## config.mk

```make
export PLATFORM = sky130hd
export DESIGN_NAME = currency_accum_mc
export DESIGN_NICKNAME = d
export VERILOG_FILES = /design/src/rtl/currency_accum_mc.sv
export SDC_FILE = /design/constraint.sdc
export NUM_CORES = 1
export LEC_CHECK = 0
export BUFFER_PORTS_ARGS = -buffer_cell sky130_fd_sc_hd__buf_4
export CAP_MARGIN = 10
export CELL_PAD_IN_SITES_DETAIL_PLACEMENT = 2
export CELL_PAD_IN_SITES_GLOBAL_PLACEMENT = 2
export CORE_ASPECT_RATIO = 0.8
export CORE_MARGIN = 2
export CORE_UTILIZATION = 32
export CTS_CLUSTER_SIZE = 12
export DETAILED_ROUTE_END_ITERATION = 8
export PLACE_DENSITY = 0.83
export SLEW_MARGIN = 20
export SYNTH_ARGS = -nofsm -noshare
export SYNTH_HDL_FRONTEND = slang
export SYNTH_SLANG_ARGS = --single-unit
export TNS_END_PERCENT = 100
```

## constraint.sdc

```tcl
create_clock -name clk -period 16.3 [get_ports clk]
set_input_delay 1.63 -clock clk [delete_from_list [all_inputs] [get_ports clk]]
set_output_delay 1.63 -clock clk [all_outputs]
set_load 0.02 [all_outputs]
```

## src/rtl/currency_accum_mc.sv

```systemverilog
// Multi-channel coin accumulator: per-channel acceptance against a saturating running total,
// vend deduction and a greedy-change refund FSM with valid/ready handshake.
module currency_accum_mc #(
    parameter int CURRENCY_WIDTH = 7,
    parameter int NUM_CH         = 4,
    parameter int MAX_TOTAL      = 100,
    parameter int DENOM3         = 20,
    parameter int DENOM2         = 10,
    parameter int DENOM1         = 5
) (
    input  logic                             clk,
    input  logic                             rst,
    input  logic [NUM_CH*CURRENCY_WIDTH-1:0] coin_value,
    input  logic [NUM_CH-1:0]                coin_valid,
    input  logic                             vend_req,
    input  logic [CURRENCY_WIDTH-1:0]        vend_price,
    input  logic                             refund_req,
    input  logic                             change_ready,
    output logic [CURRENCY_WIDTH-1:0]        total_currency,
    output logic                             currency_avail,
    output logic [NUM_CH-1:0]                coin_accept,
    output logic [NUM_CH-1:0]                coin_reject,
    output logic                             vend_ack,
    output logic                             vend_nack,
    output logic                             change_valid,
    output logic [CURRENCY_WIDTH-1:0]        change_value,
    output logic                             refund_done,
    output logic                             busy
);
    localparam int CW = CURRENCY_WIDTH;
    localparam int SW = CURRENCY_WIDTH + 4;

    localparam logic [0:0] ST_IDLE   = 1'b0;
    localparam logic [0:0] ST_REFUND = 1'b1;

    localparam logic [SW-1:0] MAX_S = SW'(MAX_TOTAL);
    localparam logic [CW-1:0] D3_C  = CW'(DENOM3);
    localparam logic [CW-1:0] D2_C  = CW'(DENOM2);
    localparam logic [CW-1:0] D1_C  = CW'(DENOM1);
    localparam logic [CW-1:0] ONE_C = CW'(1);

    logic [0:0]        r_state;
    logic [CW-1:0]     r_total;
    logic [NUM_CH-1:0] r_accept;
    logic [NUM_CH-1:0] r_reject;
    logic              r_ack;
    logic              r_nack;
    logic              r_done;

    logic              w_idle;
    logic              w_vend_ok;
    logic              w_vend_nack;
    logic [SW-1:0]     w_base;
    logic [SW-1:0]     w_sum [0:NUM_CH];
    logic [NUM_CH-1:0] w_acc;
    logic [NUM_CH-1:0] w_rej;
    logic [CW-1:0]     w_new_total;
    logic [CW-1:0]     w_change;
    logic [CW-1:0]     w_rem;
    logic              w_handshake;

    assign w_idle = (r_state == ST_IDLE);

    // Vend is funded only by the balance held at the start of the cycle; refund wins over vend.
    assign w_vend_ok   = vend_req && !refund_req && w_idle && (vend_price <= r_total);
    assign w_vend_nack = vend_req && !w_vend_ok;
    assign w_base      = w_vend_ok ? (SW'(r_total) - SW'(vend_price)) : SW'(r_total);
    assign w_sum[0]    = w_base;

    generate
        for (genvar gi = 0; gi < NUM_CH; gi++) begin : g_ch
            logic [CW-1:0] w_val;
            logic [SW-1:0] w_cand;
            assign w_val         = coin_value[gi*CW +: CW];
            assign w_cand        = w_sum[gi] + SW'(w_val);
            assign w_acc[gi]     = w_idle && coin_valid[gi] && (w_val != '0) && (w_cand <= MAX_S);
            assign w_rej[gi]     = coin_valid[gi] && !w_acc[gi];
            assign w_sum[gi+1]   = w_acc[gi] ? w_cand : w_sum[gi];
        end
    endgenerate

    // The accepted sum never exceeds MAX_TOTAL, so the low CW bits hold it exactly.
    assign w_new_total = w_sum[NUM_CH][CW-1:0];

    always_comb begin
        w_change = '0;
        if (r_total >= D3_C)
            w_change = D3_C;
        else if (r_total >= D2_C)
            w_change = D2_C;
        else if (r_total >= D1_C)
            w_change = D1_C;
        else if (r_total != '0)
            w_change = ONE_C;
    end

    assign w_handshake = !w_idle && change_ready;
    assign w_rem       = r_total - w_change;

    always_ff @(posedge clk) begin
        if (rst) begin
            r_state  <= ST_IDLE;
            r_total  <= '0;
            r_accept <= '0;
            r_reject <= '0;
            r_ack    <= 1'b0;
            r_nack   <= 1'b0;
            r_done   <= 1'b0;
        end else begin
            r_accept <= w_acc;
            r_reject <= w_rej;
            r_ack    <= w_vend_ok;
            r_nack   <= w_vend_nack;
            r_done   <= 1'b0;
            case (r_state)
                ST_IDLE: begin
                    r_total <= w_new_total;
                    if (refund_req) begin
                        if (w_new_total != '0)
                            r_state <= ST_REFUND;
                        else
                            r_done <= 1'b1;
                    end
                end
                default: begin
                    if (w_handshake) begin
                        r_total <= w_rem;
                        if (w_rem == '0) begin
                            r_state <= ST_IDLE;
                            r_done  <= 1'b1;
                        end
                    end
                end
            endcase
        end
    end

    assign total_currency = r_total;
    assign currency_avail = (r_total != '0);
    assign coin_accept    = r_accept;
    assign coin_reject    = r_reject;
    assign vend_ack       = r_ack;
    assign vend_nack      = r_nack;
    assign change_valid   = !w_idle;
    assign change_value   = w_idle ? '0 : w_change;
    assign refund_done    = r_done;
    assign busy           = !w_idle;

endmodule

```

## Yosys cells after proc, flatten, opt, wreduce, memory -nomap -nowiden

Cells that the tools add are included.

- Muxes and demuxes: 22
- Equality and inequality tests: 1
- Add/subtract/negate cells: 6
- $lt $le $gt $ge: 8
- Bitwise logic cells: 1
- Reduce and logical (&&, ||, !) cells: 34

Operators by type and width:

| kind | number |
|---|---|
| adder 11 x 7 -> 11 bit | 4 |
| <= comparator 11 x 7 -> 1 bit, second input constant | 4 |
| two-way mux 11 bit | 4 |
| two-way mux 7 bit | 6 |
| nonzero test 7 bit | 6 |
| logical AND 1 bit | 21 |
| two-way mux 1 bit | 11 |
| subtractor 7 x 7 -> 8 bit | 1 |
| greater-or-equal comparator 7 x 3 -> 1 bit, second input constant | 1 |
| greater-or-equal comparator 7 x 4 -> 1 bit, second input constant | 1 |
| greater-or-equal comparator 7 x 5 -> 1 bit, second input constant | 1 |
| <= comparator 7 bit | 1 |
| logical NOT 7 bit | 1 |
| subtractor 7 bit | 1 |
| logical NOT 1 bit | 6 |
| two-way mux 3 bit | 1 |
| != test 2 x 1 -> 1 bit, second input constant | 1 |
| inverter 1 bit | 1 |

- Bits of input ports: 44
- Output and inout bits: 28
- Logic and storage cells: 79
- Flip-flop bits (word level): 19

## Longest topological paths before layout

- Depth after elaboration: 25
- Mapped depth: 54
- Mapped depth without buffers: 50

## Worst setup path after synthesis

Ideal clock, no wire load.

- Kind: input-to-reg
- Start: in vend_price[0]
- End: reg r_done, in the netlist refund_done
- Data arrival time: 13.155 ns
- Library setup time: 0.071 ns
- Setup slack: 3.074 ns
- Required time: 16.229 ns
- Path buffers: 4
- Stages: 52
- Cells stage by stage: ha_1 > inv_1 > fa_1 > nand3_1 > a31oi_1 > o21bai_1 > clkbuf_1 > o21ai_0 > ha_1 > fa_1 > a211oi_1 > nor2_1 > o41ai_1 > nor3_1 > o211a_1 > buf_6 > mux2_4 > ha_1 > [16 not listed] > buf_4 > mux2_2 > ha_1 > inv_1 > fa_1 > nor2b_1 > o21ai_0 > a21boi_0 > o21a_1 > nor2_1 > nor2b_1 > o211a_1 > o21bai_1 > clkbuf_1 > mux2i_1 > nand2_1 > or4_1 > a21oi_1

- Word-level cells in the longest chain between the ends: 23
- Elaborated cells between the ends (all ways): 24

RTL lines:

| item | line | RTL |
|---|---|---|
| from (decl) | 16 | `input logic [CURRENCY_WIDTH-1:0] vend_price,` |
| <= comparator 7 bit | 65 | `assign w_vend_ok = vend_req && !refund_req && w_idle && (vend_price <= r_total);` |
| logical AND 1 bit | 65 |  |
| two-way mux 11 bit (*) | 67 | `assign w_base = w_vend_ok ? (SW'(r_total) - SW'(vend_price)) : SW'(r_total);` |
| adder 11 x 7 -> 11 bit | 75 | `assign w_cand = w_sum[gi] + SW'(w_val);` |
| <= comparator 11 x 7 -> 1 bit | 76 | `assign w_acc[gi] = w_idle && coin_valid[gi] && (w_val != '0) && (w_cand <= MAX_S);` |
| logical AND 1 bit | 76 |  |
| two-way mux 11 bit (*) | 78 | `assign w_sum[gi+1] = w_acc[gi] ? w_cand : w_sum[gi];` |
| adder 11 x 7 -> 11 bit | 75 |  |
| [7 not listed] | n/a |  |
| adder 11 x 7 -> 11 bit | 75 |  |
| <= comparator 11 x 7 -> 1 bit | 76 |  |
| logical AND 1 bit | 76 |  |
| two-way mux 7 bit (*) | 78 |  |
| nonzero test 7 bit (*) | 119 | `if (w_new_total != '0)` |
| two-way mux 1 bit (*) | 119 |  |
| two-way mux 1 bit (*) | 118 | `if (refund_req) begin` |
| two-way mux 1 bit (*) | 115 | `case (r_state)` |
| to (signal assigned) | 114 | `r_done <= 1'b0;` |
| to (signal assigned) | 122 | `r_done <= 1'b1;` |
| to (signal assigned) | 130 | `r_done <= 1'b1;` |
| to (decl) | 48 | `logic r_done;` |

Every way passes the cells marked *; elsewhere a longest branch is shown, timed or not.
A chain may end at the register's enable or synchronous reset.

## Final worst setup path

Ends and elaborated chain as after synthesis.

==> results.md <==
* Final setup vio count at 0
* Core footprint at 10,300 um2
* Clk slew on worst S/H paths at 0.06 ns
* TNS Setup at 0 ns
* Most used cell along the critical path: ha_1
* Die span in y at 96.2 um
* DR vias/cell at 5.64
* Crit path launch type: input pin
* Total GRT Usage at 0.221
* Slew Limit Fails at 0
* Post-Syn Area at 3400 um2
* Layout area overhead at 20.7%
* Hold Crit Depth at 2
* Minimum clock period at 14.81 ns
* Final WL at 12.5 mm
* Register area share after synthesis at 0.112
* Max incr delay on CP at 0.54 ns
* DR WL met2 at 5.98 mm
* Outcome: finished clean
* Layout Skew at 0.00272 ns
* Sequential cell area at 380 um2
* Antenna violations before repair at 0
* RD Place Congestion at 0.841
* Commonest non-fill, non-tap cells in the layout: buf_4, nor2_1, ha_1
* CP max FO at 15
* Worst Hold Class: flop to flop
* Clk Tree Root Cell: clkbuf_16
* Worst-margin pin slew at 0.659 ns
* Total clock sinks at 19
* Largest net degree at the start of global routing at 20
* Starting Density at 0.331
* Die Width at 119 um
* Number of distinct library cells after synthesis at 70
* Slowest CP cell: o21bai_2
* Estimated wirelength of the detail-placed design at 10.4 mm
* First-pass GRT wire length at 20.3 mm
* Ys flop type: dfxtp_1
* Hold-fix buffers at CTS at 0
* DR pass1 iterations at 4
* M1 WL at 6.18 mm
* Worst-case clock buffer depth at 2
* # fillers at 1,191
* Synth Instances at 445
* CTS tree: done
* Ant diodes at 0
* Num CTS Buffers at 3
* Final hold vios at 0
* First DRT Iteration DRCs at 156
* Commonest non-fill, non-tap cell in the layout: buf_4
* Footprint of the multi-input gates at 2840 um2
* Maxcap violations at 0
* Post-synth top area share at 0.147
* Share of layout cells above drive strength 1 at 0.198
* Top layer in use: met4
* Final period util at 0.909
* Fin nets at 595
* Cell count of the worst reg-to-reg path at 49
* Avg Cell Area, Syn at 7.64 um2
* RSZ-0062 raised after global routing: false
* I/O pin count at 72
* Max transition margin at 0.558
* Gr ovfl total at 0
* Post-synth EDFFs at 0
* YS warnings at 0
* Top cells by area, synth: ha_1, dfxtp_1, nor2_1
* Drt wl/cell at 19.5 um
* DR WL met3 at 273 um
* Crit path kind: input pin to flop
* Port-buffer cells at 69
* Worst Setup End Kind: flop
* Maximum clock rate at 0.0675 GHz
* Post-synth ARST share at 0
* DR vias at 3,633
* Final ANT Viol Nets at 0
* Cell taking the most area after synthesis: ha_1
* Yosys reg bits at 19
* Site Rows at 33
* Crit path arrival time at 15.00 ns
* Die area at 11,500 um2
* # DRC at 0
* Req. time, crit path at 16.49 ns
* Clock insertion delay at the later pin of the skew report at 0.26 ns
* CTS H-tree depth at 1
* Vias in the first global route at 3,885
[logic make-up after synthesis]
kind of cell / share of synthesized area
AND/OR/NAND/NOR: 0.245
AO/OA/AOI/OAI: 0.284
adder cells (fa/ha/maj): 0.182
buffers and inverters: 0.0563
multiplexers: 0.0868
flip-flops: 0.112
XOR/XNOR: 0.0335
other: 0.00110
[per-layer routing]
layer / track usage / vias up
met5: 0 / -
met4: 0.0377 / 0
met3: 0.0113 / 11
met2: 0.390 / 63
met1: 0.303 / 1778
li1: - / 1781
[path summary, 6_finish.rpt]
check	from	end	slack [ns]
setup / recovery	vend_price[0]	refund_done	1.49
hold / removal	total_currency[4]	total_currency[4]	0.74
setup reg to reg	total_currency[0]	refund_done	2.41
hold reg to reg	total_currency[4]	total_currency[4]	0.74
[synth_stat cells (4+ instances only)]
library cell  count
nand2_1          22
a21o_1            9
xor2_1            6
a311oi_1          4
inv_1            28
o21ai_0          26
fa_1              6
nor3_1           12
a21oi_1          27
o211a_1           4
ha_1             40
mux2_4            6
a211o_1           4
nor2b_1          12
mux2_2           11
o21a_1            9
dfxtp_1          19
a211oi_1         17
buf_4             5
mux2i_1           7
o31ai_1           4
nand3_1           9
and2_1            6
and3b_1           5
xnor2_1           7
nor2_1           53
clkbuf_1          8
nand2b_1          7
nor4_1            5
o211ai_1          4
nor3b_1           7
[sequential cells by signal, indices dropped and copies added, names as in the netlist]
| name | cells |
|---|---|
| total_currency | 7 |
| coin_accept | 4 |
| coin_reject | 4 |
| busy | 1 |
| refund_done | 1 |
| vend_ack | 1 |
| vend_nack | 1 |
[area by class of cell]
cell class,instances,area share
multi-input combinational,383,0.692
inverter,28,0.0256
sequential,19,0.0926
clock inverter,1,0.00122
tap,140,0.0426
timing repair buffer,70,0.128
clock buffer,3,0.0183
[metrics by stage]
step	hold WS (ns)	instances	setup slack (ns)	cell area [um2]	util
global route	0.780	644	0.375	4110	0.400
finish	0.735	644	1.49	4110	0.400
detailed placement	0.697	640	0.913	4020	0.391
floorplan	0.665	446	3.07	3410	-
CTS	0.708	644	0.938	4100	0.399
global placement	0.694	640	1.77	4020	0.391
[critical path, delay by kind of cell]
| kind | cells | cell delay [ns] |
|---|---|---|
| AO/OA/AOI/OAI | 23 | 6.60 |
| adder cells (fa/ha/maj) | 9 | 2.90 |
| buffers and inverters | 4 | 0.43 |
| multiplexers | 6 | 1.93 |
| AND/OR/NAND/NOR | 7 | 1.48 |
[what timing repair did]
item,CTS,global route
endpoints found under the hold margin,0,0
endpoints found under the setup margin,0,1
resized for setup,0,1
buffers inserted,0,0
Power is left out: the tool's default activity adds up to more than one toggle a clock period on the data nets, which glitch-free logic cannot reach.
